File: src/rtl/mem_master.sv
`timescale 1ns/1ps
// Load/store unit bus master: turns one EX/MEM memory request into a single
// Wishbone classic cycle, stalling the pipeline until the cycle completes.
module mem_master #(
    parameter int ADDR_WIDTH = 32,
    parameter int DATA_WIDTH = 32   // only 32 is supported
) (
    input  logic                  clk_i,
    input  logic                  rst_ni,

    input  logic                  mem_en_i,
    input  logic                  mem_we_i,
    input  logic [1:0]            size_i,
    input  logic                  unsigned_i,
    input  logic [ADDR_WIDTH-1:0] addr_i,
    input  logic [DATA_WIDTH-1:0] wdata_i,

    output logic                  mem_stall_o,
    output logic [DATA_WIDTH-1:0] rdata_o,
    output logic                  misalign_o,

    output logic                  wb_cyc_o,
    output logic                  wb_stb_o,
    output logic                  wb_we_o,
    output logic [ADDR_WIDTH-1:0] wb_adr_o,
    output logic [DATA_WIDTH-1:0] wb_dat_o,
    output logic [3:0]            wb_sel_o,
    input  logic [DATA_WIDTH-1:0] wb_dat_i,
    input  logic                  wb_ack_i
);

    typedef enum logic [1:0] {
        IDLE,
        BUSY,
        DONE
    } state_t;

    localparam logic [1:0] SIZE_BYTE = 2'b00;
    localparam logic [1:0] SIZE_HALF = 2'b01;
    localparam logic [1:0] SIZE_WORD = 2'b10;

    state_t                state;
    logic                  aligned;
    logic [3:0]            sel_next;
    logic [DATA_WIDTH-1:0] wdata_shift;
    logic [DATA_WIDTH-1:0] load_shift;
    logic [DATA_WIDTH-1:0] load_ext;

    // Request attributes held for the load-data extension at ack time.
    logic [1:0]            offset_q;
    logic [1:0]            size_q;
    logic                  unsigned_q;

    // NOTE: every signal written in always_comb gets a value on every path
    // (defaults first), otherwise synthesis infers a latch.
    always_comb begin
        aligned  = 1'b0;
        sel_next = 4'b0000;
        case (size_i)
            SIZE_BYTE: begin
                aligned  = 1'b1;
                sel_next = 4'b0001 << addr_i[1:0];
            end
            SIZE_HALF: begin
                aligned  = ~addr_i[0];
                sel_next = 4'b0011 << addr_i[1:0];
            end
            SIZE_WORD: begin
                aligned  = (addr_i[1:0] == 2'b00);
                sel_next = 4'b1111;
            end
            default: begin
                aligned  = 1'b0;
                sel_next = 4'b0000;
            end
        endcase
        wdata_shift = wdata_i << {addr_i[1:0], 3'b000};
    end

    // Bus lanes come back word-aligned; move the addressed lane down, then extend.
    always_comb begin
        load_shift = wb_dat_i >> {offset_q, 3'b000};
        case (size_q)
            SIZE_BYTE: load_ext = {{(DATA_WIDTH-8){~unsigned_q & load_shift[7]}},
                                   load_shift[7:0]};
            SIZE_HALF: load_ext = {{(DATA_WIDTH-16){~unsigned_q & load_shift[15]}},
                                   load_shift[15:0]};
            default:   load_ext = load_shift;
        endcase
    end

    // Stall covers the request cycle itself; both flags are silent in reset.
    always_comb begin
        mem_stall_o = 1'b0;
        misalign_o  = 1'b0;
        if (rst_ni) begin
            mem_stall_o = (state == BUSY) ||
                          ((state == IDLE) && mem_en_i && aligned);
            misalign_o  = (state == IDLE) && mem_en_i && !aligned;
        end
    end

    // NOTE: sequential state uses non-blocking assignments only, so every
    // register samples pre-edge values regardless of statement order.
    always_ff @(posedge clk_i or negedge rst_ni) begin
        if (!rst_ni) begin
            state      <= IDLE;
            wb_cyc_o   <= 1'b0;
            wb_stb_o   <= 1'b0;
            wb_we_o    <= 1'b0;
            wb_adr_o   <= '0;
            wb_dat_o   <= '0;
            wb_sel_o   <= 4'b0000;
            rdata_o    <= '0;
            offset_q   <= 2'b00;
            size_q     <= SIZE_BYTE;
            unsigned_q <= 1'b0;
        end else begin
            case (state)
                IDLE: begin
                    if (mem_en_i && aligned) begin
                        state      <= BUSY;
                        wb_cyc_o   <= 1'b1;
                        wb_stb_o   <= 1'b1;
                        wb_we_o    <= mem_we_i;
                        wb_adr_o   <= {addr_i[ADDR_WIDTH-1:2], 2'b00};
                        wb_dat_o   <= wdata_shift;
                        wb_sel_o   <= sel_next;
                        offset_q   <= addr_i[1:0];
                        size_q     <= size_i;
                        unsigned_q <= unsigned_i;
                    end
                end
                BUSY: begin
                    if (wb_ack_i) begin
                        state    <= DONE;
                        wb_cyc_o <= 1'b0;
                        wb_stb_o <= 1'b0;
                        if (!wb_we_o) begin
                            rdata_o <= load_ext;
                        end
                    end
                end
                // One unstalled cycle lets the pipeline retire the held request.
                DONE: begin
                    state <= IDLE;
                end
                default: begin
                    state    <= IDLE;
                    wb_cyc_o <= 1'b0;
                    wb_stb_o <= 1'b0;
                end
            endcase
        end
    end

endmodule

File: config.mk
export PLATFORM = sky130hd
export DESIGN_NAME = mem_master
export DESIGN_NICKNAME = d
export VERILOG_FILES = /design/src/rtl/mem_master.sv
export SDC_FILE = /design/constraint.sdc
export NUM_CORES = 1
export LEC_CHECK = 0
export ABC_AREA = 1
export ABC_CLOCK_PERIOD_IN_PS = 2600
export BUFFER_PORTS_ARGS = -buffer_cell sky130_fd_sc_hd__buf_2
export CAP_MARGIN = 10
export CELL_PAD_IN_SITES_DETAIL_PLACEMENT = 1
export CELL_PAD_IN_SITES_GLOBAL_PLACEMENT = 1
export CORE_MARGIN = 5
export CORE_UTILIZATION = 37
export CTS_CLUSTER_SIZE = 16
export DETAILED_ROUTE_END_ITERATION = 6
export GPL_ROUTABILITY_DRIVEN = 0
export PLACE_DENSITY_LB_ADDON = 0.15
export REMOVE_ABC_BUFFERS = 1
export SYNTH_ARGS = -nofsm -noshare
export SYNTH_HDL_FRONTEND = slang
export SYNTH_SLANG_ARGS = --single-unit
File: constraint.sdc
create_clock -name clk_i -period 2.6 [get_ports clk_i]
set_clock_uncertainty 0.15 [all_clocks]
set_input_delay 0.13 -clock clk_i [delete_from_list [all_inputs] [get_ports clk_i]]
set_output_delay 0.13 -clock clk_i [all_outputs]
set_load 0.03 [all_outputs]
==> results.txt, run 1 <==
Status = finished clean
Post-layout power = 7.52 mW
DR DRC count = 0
CTS H-tree lvls = 3
Achievable clock frequency = 411 MHz
Finished Core Util = 52.8%
Required time reported for the critical path endpoint = 2680 ps
Ratio of final minimum period to clock period = 93.5%
Clock insertion delay at the later pin of the skew report = 350 ps
Filler-free cell count of the finished design = 1,166
Reg-to-reg critical path startpoint = state[0]$_DFFE_PN0P_
Layout-stage area growth over the synthesis result = 41.9%
Max Slew Vio Count = 0
Unrepaired setup endpoints after global routing = false
Max-Slew Margin vs Limit = 54.9%
Number of global-route vias before repair = 6,298
Number of distinct library cells after synthesis = 27
Chip Width = 130 um
Flop and latch count out of synthesis = 107
Setup violation total in the final timing report = 0
Total power per unit cell area = 991 mW/mm2
Global-route wire length before repair = 32.1 mm
Detailed Route WL = 19.9 mm
Primary flip-flop cell chosen by synthesis mapping = sky130_fd_sc_hd__dfrtp_1
Final instance area = 0.00759 mm2
Total number of clock tree sinks = 107
Post-detailed-route count of antenna-violating nets = 0
R2r setup slk = 450 ps
TritonRoute pass-1 iters = 4
Kind of end point of the critical path = flip-flop
Overall die area = 0.0170 mm2
TritonCTS clock tree = done
Placement-stage cell area = 0.00651 mm2
Row count = 44
Register clock-pin slew on the reported worst setup and hold paths = 80 ps
Antenna violations before repair = 1
Detailed-route wire length per cell = 17.1 um
Leakage power total = 4.22 nW
Initial cell density of the core = 37.2%
Placeable core area = 0.0144 mm2
Max-capacitance violation count = 0
# Post-CTS Setup Buffers = 0
Worst EP arrival = 2510 ps
Clock buffers created by TritonCTS = 9
Tot GR Track Use = 23.8%
Worst VDD drop = 0.401 mV
Count of routing violations after the opening detailed-route iteration = 303
Area share of the largest cell type after synthesis = 50.1%
Clock period minus worst slack = 2430 ps
Number of cells produced by synthesis = 715
Async set-or-reset flop fraction in the synthesized netlist = 100%
Resize count post-CTS = 0
Largest cells by area after synthesis = sky130_fd_sc_hd__dfrtp_1 50%, sky130_fd_sc_hd__nand2_1 23%, sky130_fd_sc_hd__nand3_1 6.3%, sky130_fd_sc_hd__or2_2 2.7%, sky130_fd_sc_hd__inv_1 2.6%
Most common cell after layout, fill and taps aside = sky130_fd_sc_hd__nand2_1
Number of vias after detailed routing = 5,840
Hold WC Path Type = input port to flip-flop
Top library cells by usage in the layout, fill and taps aside = 324 x sky130_fd_sc_hd__nand2_1, 205 x sky130_fd_sc_hd__buf_2, 107 x sky130_fd_sc_hd__dfrtp_1
Cell taking the most area after synthesis = sky130_fd_sc_hd__dfrtp_1
Cts hold-fix bufs = 72
Vertical die dimension = 130 um
Slew of the pin with the lowest slew margin = 675 ps
Share of cells above drive strength 1 = 27.1%
Worst setup path startpoint = addr_i[0]
Fraction of the yosys area taken by sequential cells = 50.1%
Inst Count DP = 1,077
Worst setup path class = input port to flip-flop
Crit Path Max Fanout = 26
Dpl hpwl = 12.8 mm
Origin of the worst min-delay path = wdata_i[22]
Final net count = 1,080
Buffer levels on the longest clock path = 2
Synth Warn # = 0
Startpoint kind of the worst setup timing path = input port
Count of endpoints failing hold in the final timing report = 0
Boundary pin count = 209
Maximum number of pins on one net before global-route repair = 108
Global route total overflow = 0
Port buffer count = 206
Clock tree root driver cell = sky130_fd_sc_hd__clkbuf_16
Number of inserted filler cells in the final layout = 1,823
Mean number of vias per cell = 5.01
Cell area after synthesis = 0.00535 mm2
Number of flops mapped to enable cells by yosys = 0
Per-instance average area after synthesis = 7.48 um2
-- stage by stage --
stage	TNS (ps)	hold WS, ps	worst slack [ps]
floorplan	-191	-316	-191
global placement	0	125	530
detailed placement	0	127	471
CTS	0	0.274	264
global route	0	24.6	59.3
finish	0	1.67	170
-- worst max-delay path, cell delays in order --
cell                            delay (ps)
sky130_fd_sc_hd__dlygate4sd3_1         550
sky130_fd_sc_hd__buf_2                 160
sky130_fd_sc_hd__buf_4                 310
sky130_fd_sc_hd__inv_1                 140
sky130_fd_sc_hd__buf_4                 250
sky130_fd_sc_hd__nand2_1               120
sky130_fd_sc_hd__nand3_1                60
sky130_fd_sc_hd__dlygate4sd3_1         560
sky130_fd_sc_hd__nand3_1                90
sky130_fd_sc_hd__nand2_1                90
-- cell type report --
type                       instances  area [um2]  area share, %
sequential                       107        2680           35.3
clock buffer                       9         225           2.97
multi-input combinational        525        2280           30.1
inverter                          40         150           1.98
clock inverter                     7         124           1.63
timing repair buffer             293        1890           24.9
tap                              184         230           3.03
antenna                            1        2.50         0.0330
-- where the power goes --
| group | switching, mW | total (mW) | internal, mW |
|---|---|---|---|
| Sequential | 0.322 | 2.54 | 2.22 |
| Clock | 0.676 | 1.63 | 0.952 |
| Combinational | 2.33 | 3.35 | 1.03 |
| Total | 3.33 | 7.52 | 4.19 |
-- cells by family (layout without fill, tap and decap cells) --
kind of cell,Yosys count,after routing,share of synthesized area (%)
AND/OR/NAND/NOR,451,451,34.5
buffers and inverters,84,349,7.25
AO/OA/AOI/OAI,65,65,6.76
flip-flops,107,107,50.1
other,1,3,0.0701
multiplexers,7,7,1.31
-- flip-flops by register name, summed over array words and instances, names as in the netlist --
name        count
offset_q        2
wb_stb_o        1
wb_we_o         1
unsigned_q      1
rdata_o        32
wb_sel_o        4
wb_adr_o       30
state           2
wb_dat_o       32
size_q          2
-- path summary, 6_finish.rpt --
check	to	cells after the start
hold reg to reg	wb_adr_o[28]$_DFFE_PN0P_	2
hold / removal	wb_dat_o[30]$_DFFE_PN0P_	5
setup reg to reg	wb_dat_o[6]$_DFFE_PN0P_	6
min in group asynchronous	rdata_o[7]$_DFFE_PN0P_	3
setup / recovery	wb_dat_o[29]$_DFFE_PN0P_	10
max in group asynchronous	wb_dat_o[28]$_DFFE_PN0P_	3
-- Yosys cell counts, types with 2 or more instances --
cell	n
sky130_fd_sc_hd__a21oi_1	18
sky130_fd_sc_hd__a31oi_1	2
sky130_fd_sc_hd__buf_2	24
sky130_fd_sc_hd__buf_4	5
sky130_fd_sc_hd__buf_6	3
sky130_fd_sc_hd__clkbuf_1	10
sky130_fd_sc_hd__dfrtp_1	107
sky130_fd_sc_hd__inv_1	37
sky130_fd_sc_hd__inv_2	2
sky130_fd_sc_hd__mux2i_1	7
sky130_fd_sc_hd__nand2_1	324
sky130_fd_sc_hd__nand3_1	67
sky130_fd_sc_hd__nor2_1	32
sky130_fd_sc_hd__nor2_2	2
sky130_fd_sc_hd__o211ai_1	8
sky130_fd_sc_hd__o21ai_0	25
sky130_fd_sc_hd__o21ai_1	10
sky130_fd_sc_hd__or2_2	23
-- metal layers --
metal	vias to the layer above	track usage (%)	part of all wire, %
met5	-	0	0
met4	0	9.05	2.9
met3	43	5.49	6.8
met2	190	40.6	49
met1	2851	29.4	41
li1	2756	-	-
(Power assumes the default switching activity.)
==> run 2, diff against run 1 <==
Settings changed: ABC_CLOCK_PERIOD_IN_PS 2600 to 2400, CORE_UTILIZATION 37 to 34.
Clock period 2.6 ns to 2.4 ns, I/O delays scaled along.
==> run 2 against run 1 <==
Against the previous run: non-clock buffer count is 5 higher; core utilization decreased by 2.8 points; register-to-register slack lost 80 ps; worst setup slack better by 92 ps; sequential power is 8.7% higher; routed wire length down 0.79%; via count shrank 0.72%; power rose by 7.5%; final cell count up 2.7%; critical path depth fell by 2; largest power group unchanged.
==> results.txt, run 2 (synthesized netlist as in run 1, its figures left out) <==
Reg2Reg Depth = 7 (+1)
Global-route wire length before repair = 32.3 mm (+0.54%)
Share of cells above drive strength 1 = 26.9% (-0.24 points)
Reg-to-reg critical path startpoint = state[1]$_DFFE_PN0P_
Startpoint kind of the worst setup timing path = input port
Port buffer count = 206 (unchanged)
CP Buf/Inv Count = 5 (-1)
Antenna violations before repair = 1 (unchanged)
Count of routing violations after the opening detailed-route iteration = 304 (+0.33%)
Clock buffers created by TritonCTS = 9 (unchanged)
Number of vias after detailed routing = 5,798 (-0.72%)
Global route total overflow = 0 (unchanged)
Total number of clock tree sinks = 107 (unchanged)
Terminating pin of the worst hold path = wb_dat_o[24]$_DFFE_PN0P_
TritonCTS clock tree = done
Kind of end point of the critical path = primary output
Worst EP arrival = 1870 ps (-640 ps)
Post-detailed-route count of antenna-violating nets = 0 (unchanged)
Leakage power total = 4.22 nW (about the same)
Total power per unit cell area = 1060 mW/mm2 (+6.5%)
TritonRoute pass-1 iters = 4 (unchanged)
Count of endpoints failing hold in the final timing report = 0 (unchanged)
Clock insertion delay at the later pin of the skew report = 350 ps (about the same)
Detailed-route wire length per cell = 16.5 um (-3.4%)
Detailed Route WL = 19.8 mm (-0.79%)
Finished Core Util = 50.0% (-2.8 points)
Setup violation total in the final timing report = 0 (unchanged)
Max-capacitance violation count = 0 (unchanged)
Chip Width = 135 um (+4.0%)
Top library cells by usage in the layout, fill and taps aside = 324 x sky130_fd_sc_hd__nand2_1, 205 x sky130_fd_sc_hd__buf_2, 107 x sky130_fd_sc_hd__dfrtp_1
Register clock-pin slew on the reported worst setup and hold paths = 80 ps (about the same)
Max Slew Vio Count = 0 (unchanged)
Mean number of vias per cell = 4.84 (-3.4%)
Ratio of final minimum period to clock period = 89.1%
Boundary pin count = 209 (unchanged)
Largest stage delay, worst path = 530 ps (-30 ps)
Most common cell after layout, fill and taps aside = sky130_fd_sc_hd__nand2_1
Unrepaired setup endpoints after global routing = false
Buffer levels on the longest clock path = 2 (unchanged)
Achievable clock frequency = 468 MHz
Row count = 45 (+2.3%)
Setup ws final = 262 ps (+92.4 ps)
Final instance area = 0.00766 mm2 (+0.92%)
Clock period minus worst slack = 2140 ps
Vertical die dimension = 135 um (+4.0%)
Overall die area = 0.0183 mm2 (+8.1%)
Layout-stage area growth over the synthesis result = 43.2%
Final net count = 1,085 (+0.46%)
Top delay family on crit path = buffers and inverters
Regs by FF count = rdata_o (32), wb_dat_o (32), wb_adr_o (30)
Placeable core area = 0.0153 mm2 (+6.6%)
Critical-path cell list = dlygate4sd3_1 > buf_2 > inv_1 > nand2_1 > a21oi_4 > inv_2 > a21oi_1 > buf_2
Worst slack after detailed placement = 384 ps (-87.4 ps)
Hold WC Path Type = input port to flip-flop
Cell occurring most often along the worst timing path = sky130_fd_sc_hd__buf_2
Origin of the worst min-delay path = wdata_i[16]
Status = finished clean
Number of global-route vias before repair = 6,419 (+1.9%)
Initial cell density of the core = 34.9% (-2.3 points)
CTS H-tree lvls = 3 (unchanged)
Resize count post-CTS = 0 (unchanged)
DR DRC count = 0 (unchanged)
Endpoint of the worst register-to-register path = rdata_o[5]$_DFFE_PN0P_
Placement-stage cell area = 0.00654 mm2 (+0.40%)
Crit Path Max Fanout = 18 (-31%)
Cell with the largest stage delay on the worst path = sky130_fd_sc_hd__dlygate4sd3_1
R2r setup slk = 370 ps (-80 ps)
Required time reported for the critical path endpoint = 2130 ps (-550 ps)
Worst VDD drop = 0.397 mV (-1.0%)
Maximum number of pins on one net before global-route repair = 108 (unchanged)
Max-Slew Margin vs Limit = 38.0% (-17 points)
Slew of the pin with the lowest slew margin = 930 ps (+255 ps)
Final Hold Slack = 5.74 ps (+4.08 ps)
Clock tree root driver cell = sky130_fd_sc_hd__clkbuf_16
Total negative slack = 0 ps (unchanged)
Tot GR Track Use = 21.8% (-2.0 points)
Number of cells traversed by the worst hold path = 5 (unchanged)
Worst setup path class = input port to primary output
Dpl hpwl = 13.1 mm (+1.9%)
run 2: cell count changes in the layout (fill, tap and decap cells not counted):
cell	before	now
sky130_fd_sc_hd__inv_6	2	1
sky130_fd_sc_hd__dlygate4sd3_1	72	78
sky130_fd_sc_hd__bufinv_16	3	2
sky130_fd_sc_hd__buf_4	14	13
sky130_fd_sc_hd__inv_8	0	2
run 2: cell type report:
type                    instances  area [um2]
fillers                      1972        7660
flip-flops and latches        107        2680
diodes                          1        2.50
clock buffers                   9         225
multi-input cells             525        2280
well taps                     211         264
inverters                      40         150
clock inverters                 7         108
repair buffers                298        1940
run 2: stage by stage:
stage          total power [mW]  instances
3_5_place_dp               6.32       1103
6_report                   8.08       1198
2_1_floorplan              5.02        672
4_1_cts                    8.16       1197
3_3_place_gp               6.21       1103
5_1_grt                    8.57       1198
run 2: report_power, final:
group	switching, mW	internal [mW]	total [mW]
Clock	0.756	0.937	1.69
Sequential	0.357	2.40	2.76
Combinational	2.50	1.13	3.63
Total	3.61	4.47	8.08
run 2: repair_timing:
action,4_1_cts,5_1_grt
setup endpoints to repair,0,0
setup buffers,0,0
hold buffers,78,0
endpoints found under the hold margin,173,0
run 2: worst max-delay path by stage:
stage	cells past startpoint	slack, ps	to	start
CTS	8	270	mem_stall_o	size_i[1]
global placement	8	480	wb_dat_o[14]$_DFFE_PN0P_	addr_i[0]
floorplan	5	-380	mem_stall_o	state[1]$_DFFE_PN0P_
detailed placement	8	380	wb_dat_o[6]$_DFFE_PN0P_	addr_i[0]
global route	8	120	mem_stall_o	size_i[1]
finish	8	260	mem_stall_o	size_i[1]
run 2: routing by layer:
metal	global-route usage (%)	vias to the layer above	share of wire, %
li1	-	2765	-
met1	27.5	2821	43
met2	37.5	179	49
met3	3.94	33	5.5
met4	7.89	0	2.6
met5	0	-	0
run 2: tightest hold or removal path: stages:
cell	delay [ps]
sky130_fd_sc_hd__buf_2	100
sky130_fd_sc_hd__nand2_1	50
sky130_fd_sc_hd__nand3_1	70
sky130_fd_sc_hd__nand3_1	70
sky130_fd_sc_hd__nand2_1	70
